## src/rtl/ofdm_cp_remover.sv

```systemverilog
// OFDM cyclic-prefix remover: strips CP_LEN samples ahead of each body and
// re-frames every FFT_LEN-sample body as its own packet via a small output FIFO.
module ofdm_cp_remover #(
    parameter int FFT_LEN    = 64,
    parameter int CP_LEN     = 16,
    parameter int FIFO_DEPTH = 16
) (
    input  logic        clock_clk,
    input  logic        reset_reset,
    input  logic [31:0] asi_in0_data,
    input  logic        asi_in0_valid,
    input  logic        asi_in0_startofpacket,
    input  logic        asi_in0_endofpacket,
    output logic [31:0] aso_out0_data,
    output logic        aso_out0_valid,
    input  logic        aso_out0_ready,
    output logic        aso_out0_startofpacket,
    output logic        aso_out0_endofpacket,
    output logic        aso_out0_error,
    output logic [15:0] symbol_count,
    output logic        overflow
);

    localparam int MAXL = (FFT_LEN > CP_LEN) ? FFT_LEN : CP_LEN;
    localparam int CW   = $clog2(MAXL) + 1;
    localparam int AW   = $clog2(FIFO_DEPTH);
    localparam logic [CW-1:0] CP_LAST   = CW'(CP_LEN - 1);
    localparam logic [CW-1:0] BODY_LAST = CW'(FFT_LEN - 1);

    typedef enum logic [1:0] {IDLE, CP, BODY} state_t;

    state_t        state, state_nx;
    logic [CW-1:0] cnt, cnt_nx;
    logic          push_req, push_sop, push_eop, push_err, sym_inc;

    logic [34:0]   mem [FIFO_DEPTH];
    logic [AW:0]   wr_ptr, rd_ptr;
    logic          empty, full, pop, push;
    logic [34:0]   head;

    // A sop beat is CP sample 0; with a one-sample CP the body starts next
    state_t        sop_st;
    logic [CW-1:0] sop_cnt;
    assign sop_st  = (CP_LEN == 1) ? BODY : CP;
    assign sop_cnt = (CP_LEN == 1) ? '0 : CW'(1);

    always_comb begin
        state_nx = state;
        cnt_nx   = cnt;
        push_req = 1'b0;
        push_sop = 1'b0;
        push_eop = 1'b0;
        push_err = 1'b0;
        sym_inc  = 1'b0;
        if (asi_in0_valid) begin
            unique case (state)
                IDLE: begin
                    if (asi_in0_startofpacket && !asi_in0_endofpacket) begin
                        state_nx = sop_st;
                        cnt_nx   = sop_cnt;
                    end
                end
                CP: begin
                    if (asi_in0_startofpacket) begin
                        state_nx = sop_st;
                        cnt_nx   = sop_cnt;
                    end else if (asi_in0_endofpacket) begin
                        state_nx = IDLE;
                        cnt_nx   = '0;
                    end else if (cnt == CP_LAST) begin
                        state_nx = BODY;
                        cnt_nx   = '0;
                    end else begin
                        cnt_nx = cnt + CW'(1);
                    end
                end
                BODY: begin
                    if (asi_in0_startofpacket) begin
                        state_nx = sop_st;
                        cnt_nx   = sop_cnt;
                    end else begin
                        push_req = 1'b1;
                        push_sop = (cnt == '0);
                        push_eop = asi_in0_endofpacket || (cnt == BODY_LAST);
                        push_err = asi_in0_endofpacket && (cnt != BODY_LAST);
                        sym_inc  = (cnt == BODY_LAST);
                        if (asi_in0_endofpacket) begin
                            state_nx = IDLE;
                            cnt_nx   = '0;
                        end else if (cnt == BODY_LAST) begin
                            state_nx = CP;
                            cnt_nx   = '0;
                        end else begin
                            cnt_nx = cnt + CW'(1);
                        end
                    end
                end
                default: begin
                    state_nx = IDLE;
                    cnt_nx   = '0;
                end
            endcase
        end
    end

    always_ff @(posedge clock_clk) begin
        if (reset_reset) begin
            state <= IDLE;
            cnt   <= '0;
        end else begin
            state <= state_nx;
            cnt   <= cnt_nx;
        end
    end

    assign empty = (wr_ptr == rd_ptr);
    assign full  = (wr_ptr[AW] != rd_ptr[AW]) &&
                   (wr_ptr[AW-1:0] == rd_ptr[AW-1:0]);
    assign pop   = !empty && aso_out0_ready;
    // A full FIFO still accepts a push when the head leaves in the same cycle
    assign push  = push_req && (!full || pop);

    always_ff @(posedge clock_clk) begin
        if (push)
            mem[wr_ptr[AW-1:0]] <= {asi_in0_data, push_sop, push_eop, push_err};
    end

    always_ff @(posedge clock_clk) begin
        if (reset_reset) begin
            wr_ptr       <= '0;
            rd_ptr       <= '0;
            symbol_count <= '0;
            overflow     <= 1'b0;
        end else begin
            if (push)
                wr_ptr <= wr_ptr + 1'b1;
            if (pop)
                rd_ptr <= rd_ptr + 1'b1;
            if (sym_inc)
                symbol_count <= symbol_count + 16'd1;
            if (push_req && !push)
                overflow <= 1'b1;
        end
    end

    assign head                   = mem[rd_ptr[AW-1:0]];
    assign aso_out0_valid         = !empty;
    assign aso_out0_data          = empty ? '0 : head[34:3];
    assign aso_out0_startofpacket = !empty && head[2];
    assign aso_out0_endofpacket   = !empty && head[1];
    assign aso_out0_error         = !empty && head[0];

endmodule
```

## config.mk

```make
export PLATFORM = sky130hd
export DESIGN_NAME = ofdm_cp_remover
export DESIGN_NICKNAME = d
export VERILOG_FILES = /design/src/rtl/ofdm_cp_remover.sv
export SDC_FILE = /design/constraint.sdc
export NUM_CORES = 1
export LEC_CHECK = 0
export CAP_MARGIN = 20
export CORE_MARGIN = 2
export CORE_UTILIZATION = 58
export DETAILED_ROUTE_END_ITERATION = 10
export GPL_TIMING_DRIVEN = 0
export PLACE_DENSITY = 0.79
export SLEW_MARGIN = 20
export SYNTH_ARGS = -nofsm -noshare
export SYNTH_HDL_FRONTEND = slang
export SYNTH_SLANG_ARGS = --single-unit
```

## constraint.sdc

```tcl
create_clock -name clock_clk -period 4 [get_ports clock_clk]
set_clock_uncertainty 0.05 [all_clocks]
set_input_delay 0.8 -clock clock_clk [delete_from_list [all_inputs] [get_ports clock_clk]]
set_output_delay 0.8 -clock clock_clk [all_outputs]
set_load 0.1 [all_outputs]
```

==> impl_metrics.yaml, run 1 <==
clocking:
  cts_max_level: 2
  cts_root_buf: "clkbuf_16"
  clkSinkCount: 600
  clk_latency_ns: 0.61
  clk_pin_slew_ns: 0.06
  cts_made_buffers: 57
  cts_tree: "yes"
  ctsHoldBuffers: 0
  cts_max_path_buffers: 3
placement:
  dp_hpwl_um: 30700
  dpl_worst_slack_ns: -0.661
  gp_congestion: 0.781
  portBuffers: 88
detailed_routing:
  post_drt_via_cell_ratio: 6.45
  drt_pre_antenna_iters: 5
  drc: 0
  final_antenna_net_count: 0
  wirelength_um: 53200
  drt-initial-drc-count: 1328
  wl_per_cell_um: 28.2
  vias: 12183
global_routing:
  grt_pass1_vias: 12684
  overflow: 0
  grt.total_usage_pct: 26.3
  grt_pass1_wl_um: 79300
  antenna_found_initial: 0
  grt_start_max_net_pins: 36
timing:
  slew_headroom_pct: 32.0
  setup_viol: 0
  grt_setup_unrepaired: "true"
  tightest_slew_ns: 1.02
  fin_ws_ns: 0.0196
  finalCritPeriodShare_pct: 99.5
  hold_viol: 0
  final-max-slew-violation-count: 0
  whs_ns: 0.428
  min_period_ns: 3.98
  max_freq_mhz: 251
cells_and_area:
  n_antenna_cell: 0
  area.growth.synth_to_final_pct: 15.9
  multi_input_area_um2: 5680
  ff_latch_area_um2: 17600
  layout-drive-gt1-share_pct: 26.8
  fin_nets: 1365
  fill_cells: 2430
synth:
  yosysTopAreaCell: "edfxtp_1"
  synthTopCellsByArea: "edfxtp_1, mux4_2, dfxtp_1"
  synth_top_cell_area_share_pct: 71.3
  syn_nets: 1203
  synth_warnings: 0
  synth_ff_type: "edfxtp_1"
  syn_area_per_cell_um2: 20.4
  ys_types: 54
  ys_ff_latch: 600
  synth_edf_count: 560
  synth_area_um2: 23600
  seq_area_frac_synth_pct: 74.7
  synthArstFlopShare_pct: 0
  postSynthCellCount: 1157
run:
  cap_violations: 0
power_and_ir_drop:
  ir_worst_vdd_uv: 309
  p_per_area_nw_per_um2: 459
  p_leak_nw: 8.54
floorplan:
  start_util_pct: 59.1
  core_area_um2: 39900
  rows: 73
  ios: 91
  die_h_um: 206
  die_w_um: 206
  die_area_um2: 42300
worst_setup_path:
  crit_fanout: 10
  end_kind: "primary output"
  crit_arrival_ns: 3.13
  worstSetupStartpointType: "flop"
  critPathRequiredTime_ns: 3.15
  critPathKind: "reg2out"
min_path:
  hold_path_class: "reg2reg"
outcome:
  run_status: "complete, no violations"
-- final cells by class --
class	count	area share (%)
clock inverter	37	1.52
inverter	13	0.179
timing repair buffer	103	3.83
tap	525	2.40
buffer	65	1.31
multi-input combinational	479	20.8
sequential	600	64.5
clock buffer	68	5.53
-- through the flow --
stage | instance area, um2 | total power, mW | cells | util (%) | TNS, ns
after floorplan | 23600 | 7.01 | 1157 | - | -8.40
after global placement | 25200 | 7.12 | 1770 | 63.1 | -328.50
after detailed placement | 25500 | 7.13 | 1783 | 63.9 | -10.31
after CTS | 27400 | 12.6 | 1888 | 68.7 | -0.403
after global routing | 27300 | 12.8 | 1890 | 68.5 | -0.0446
final | 27300 | 12.5 | 1890 | 68.5 | 0
-- report_power, final --
part           switching [mW]  internal (mW)
Clock                    2.29           3.27
Sequential            0.00140           6.84
Combinational           0.104         0.0432
Total                    2.39           10.2
-- worst paths after layout --
kind                                                to                   start  slack (ns)  cells past startpoint
worst max-delay path            aso_out0_startofpacket                    flop        0.02                      5
worst min-delay path             overflow$_SDFFE_PP0P_   overflow$_SDFFE_PP0P_        0.43                      2
worst max register to register    mem[6][34]$_DFFE_PP_  wr_ptr[0]$_SDFFE_PP0P_        0.94                      7
worst min register to register   overflow$_SDFFE_PP0P_   overflow$_SDFFE_PP0P_        0.43                      2
-- logic make-up after synthesis --
family | share of synthesized area (%)
adder cells (fa/ha/maj) | 0.424
XOR/XNOR | 0.965
buffers and inverters | 1.66
AO/OA/AOI/OAI | 3.43
multiplexers | 15.0
AND/OR/NAND/NOR | 3.80
flip-flops | 74.7
-- layout by cell type (no fill, tap or decap), types with 25 or more instances in the layout --
cell type        netlist  layout
a211oi_1              72      61
buf_2                 22      48
clkbuf_1              24      25
clkbuf_16              0      59
clkdlybuf4s50_1        0      52
dfxtp_1               40      40
edfxtp_1             560     560
mux2i_1               37      36
mux4_2               140     140
nor2_1                40      40
nor2b_1               39      39
-- repair_timing --
| action | CTS | global route |
|---|---|---|
| resized for setup | 181 | 36 |
| pin swaps | 0 | 1 |
| hold endpoints to repair | 0 | 0 |
| setup endpoints to repair | 36 | 20 |
| buffers inserted | 0 | 2 |
-- registers in the layout, indices dropped and copies added, names as in the netlist, named ones only --
register      count
rd_ptr            5
state             2
symbol_count     16
cnt               7
mem             560
wr_ptr            5
overflow          1
-- Yosys cell counts (all sizes together) (14+ instances only) --
cell type / n
clkbuf: 24
nor2: 41
xor2: 14
a21oi: 14
nor2b: 39
and3: 18
dfxtp: 40
edfxtp: 560
a211oi: 73
mux2i: 37
buf: 41
mux4: 140
-- routing by layer --
layer  wire (um)  GRT usage [%]  vias up
met2       26700           43.1      637
li1            -              -     5106
met5           0              0        -
met3        4630           5.31       99
met1       20500           36.0     6341
met4        1360           7.99        0
-- worst max-delay path: stages, from the launching register on --
cell and delay (ns):
dfxtp_1 0.56, clkbuf_2 0.46, clkbuf_2 0.42, a211oi_1 0.15
a211oi_1 0.53, buf_4 0.40
Power figures use the tool's default switching activity.
==> run 2: changes to the inputs <==
TNS_END_PERCENT = 5   (was not set)
==> impl_metrics.yaml, run 2 (synthesis gave the netlist of run 1 again) <==
outcome:
  run_status: "finished with violations"
  violations: "setup timing"
detailed_routing:
  wl_per_cell_um: 26.6
  dr.max_layer_used: "met4"
  drc: 0
  vias: 11963
  wirelength_um: 50300
  wl_met2_um: 25000
  wl_met3_um: 3900
  final_antenna_net_count: 0
  drt_pre_antenna_iters: 5
  wl_met1_um: 20300
  drt-initial-drc-count: 1254
  post_drt_via_cell_ratio: 6.32
clocking:
  ctsHoldBuffers: 0
  clkSinkCount: 600
  cts_max_path_buffers: 3
  clk_pin_slew_ns: 0.06
  cts_made_buffers: 57
  cts_max_level: 2
  clk_latency_ns: 0.60
  cts_tree: "yes"
  postCtsSetupBuffers: 0
  cts_root_buf: "clkbuf_16"
placement:
  gp_congestion: 0.806
  portBuffers: 88
  dpl_worst_slack_ns: -0.568
  placed_area_um2: 25500
  dp_hpwl_um: 31200
  place_inst: 1787
global_routing:
  overflow: 0
  grt_pass1_wl_um: 76400
  grt.total_usage_pct: 24.9
  antenna_found_initial: 0
  grt_start_max_net_pins: 25
  grt_pass1_vias: 12412
worst_setup_path:
  end_kind: "primary output"
  path_common_cell: "a211oi_1"
  worstSetupStartpointType: "flop"
  crit_chain: "clkbuf_2, clkbuf_1, a211oi_1, a211oi_1, dlygate4sd2_1"
  crit_fanout: 10
  slowest_stage: "dlygate4sd2_1"
  max_stage_delay_ns: 0.88
  rrSetupSlack_ns: 1.06
  critPathRequiredTime_ns: 3.15
  critPathKind: "reg2out"
  crit_arrival_ns: 3.27
floorplan:
  die_w_um: 206
  rows: 73
  core_area_um2: 39900
  ios: 91
  die_area_um2: 42300
  die_h_um: 206
  start_util_pct: 59.1
cells_and_area:
  layout.cells.non_filler: 1893
  layout.cells.most_common_list: "edfxtp_1, mux4_2, a211oi_1"
  fill_cells: 2414
  area.growth.synth_to_final_pct: 15.7
  final_cell_area_um2: 27300
  layout-drive-gt1-share_pct: 25.3
  largest_reg_flops: 560
  fin_nets: 1368
  postLayoutCoreUtil_pct: 68.4
  final_common_cell: "edfxtp_1"
power_and_ir_drop:
  p_leak_nw: 8.47
  p_per_area_nw_per_um2: 448
  ir_worst_vdd_uv: 326
timing:
  max_freq_mhz: 243
  grt_setup_unrepaired: "true"
  slew_headroom_pct: 31.0
  tightest_slew_ns: 1.03
  min_period_ns: 4.12
  hold_viol: 0
  fin_setup_tns_ns: -0.300
  setup_viol: 7
  finalCritPeriodShare_pct: 103
  fin_ws_ns: -0.118
  final-max-slew-violation-count: 0
run:
  cap_violations: 0
min_path:
  hold_path_class: "reg2reg"
[run 2: changes by cell type in the layout (fill, tap and decap cells not counted), sizes merged]
cell / before / now
clkinv: 23 / 22
buf: 87 / 76
inv: 15 / 14
diode: 0 / 1
clkdlybuf4s15: 1 / 12
clkbuf: 95 / 103
clkinvlp: 3 / 2
bufinv: 9 / 5
dlygate4sd2: 1 / 2
[run 2: timing repair]
| item | in CTS | in global routing |
|---|---|---|
| resized for setup | 137 | 46 |
| setup endpoints to repair | 36 | 27 |
| cloned | 0 | 0 |
[run 2: worst paths after layout]
path                           from               endpoint  depth (start not counted)
max                            flop      aso_out0_data[17]                          5
min           overflow$_SDFFE_PP0P_  overflow$_SDFFE_PP0P_                          2
max reg2reg  rd_ptr[4]$_SDFFE_PP0P_  mem[14][29]$_DFFE_PP_                          6
min reg2reg   overflow$_SDFFE_PP0P_  overflow$_SDFFE_PP0P_                          2
[run 2: area by class of cell]
class                           count  area [um2]  share of cell area [%]
Inverter                           13        48.8                   0.179
Antenna cell                        1        2.50                 0.00917
Multi-Input combinational cell    479        5620                    20.6
Buffer                             65         353                    1.29
Clock inverter                     30         274                    1.00
Tap cell                          525         657                    2.41
Timing Repair Buffer              106        1190                    4.36
Clock buffer                       74        1530                    5.62
Sequential cell                   600       17600                    64.5
[run 2: through the flow]
| stage | total power [mW] | hold slack [ns] |
|---|---|---|
| 3_5_place_dp | 7.13 | 0.416 |
| 2_1_floorplan | 7.01 | 0.406 |
| 5_1_grt | 12.5 | 0.489 |
| 3_3_place_gp | 7.11 | 0.404 |
| 4_1_cts | 12.3 | 0.449 |
| 6_report | 12.2 | 0.442 |
[run 2: worst max-delay path: cells and delay by family, from the launching register on]
kind,cells,cell delay (ns)
flip-flops,1,0.51
AO/OA/AOI/OAI,2,0.43
buffers and inverters,3,1.74
[run 2: report_power, final]
part	internal, mW	switching [mW]	leakage, nW	total (mW)
clock network	3.01	2.22	0.881	5.23
logic	0.0433	0.102	2.28	0.145
registers	6.85	0.00124	5.31	6.85
[run 2: metal layers]
metal | vias up | track usage [%]
met5 | - | 0
met4 | 0 | 6.73
met3 | 89 | 5.38
met2 | 550 | 40.7
met1 | 6187 | 34.4
li1 | 5137 | -
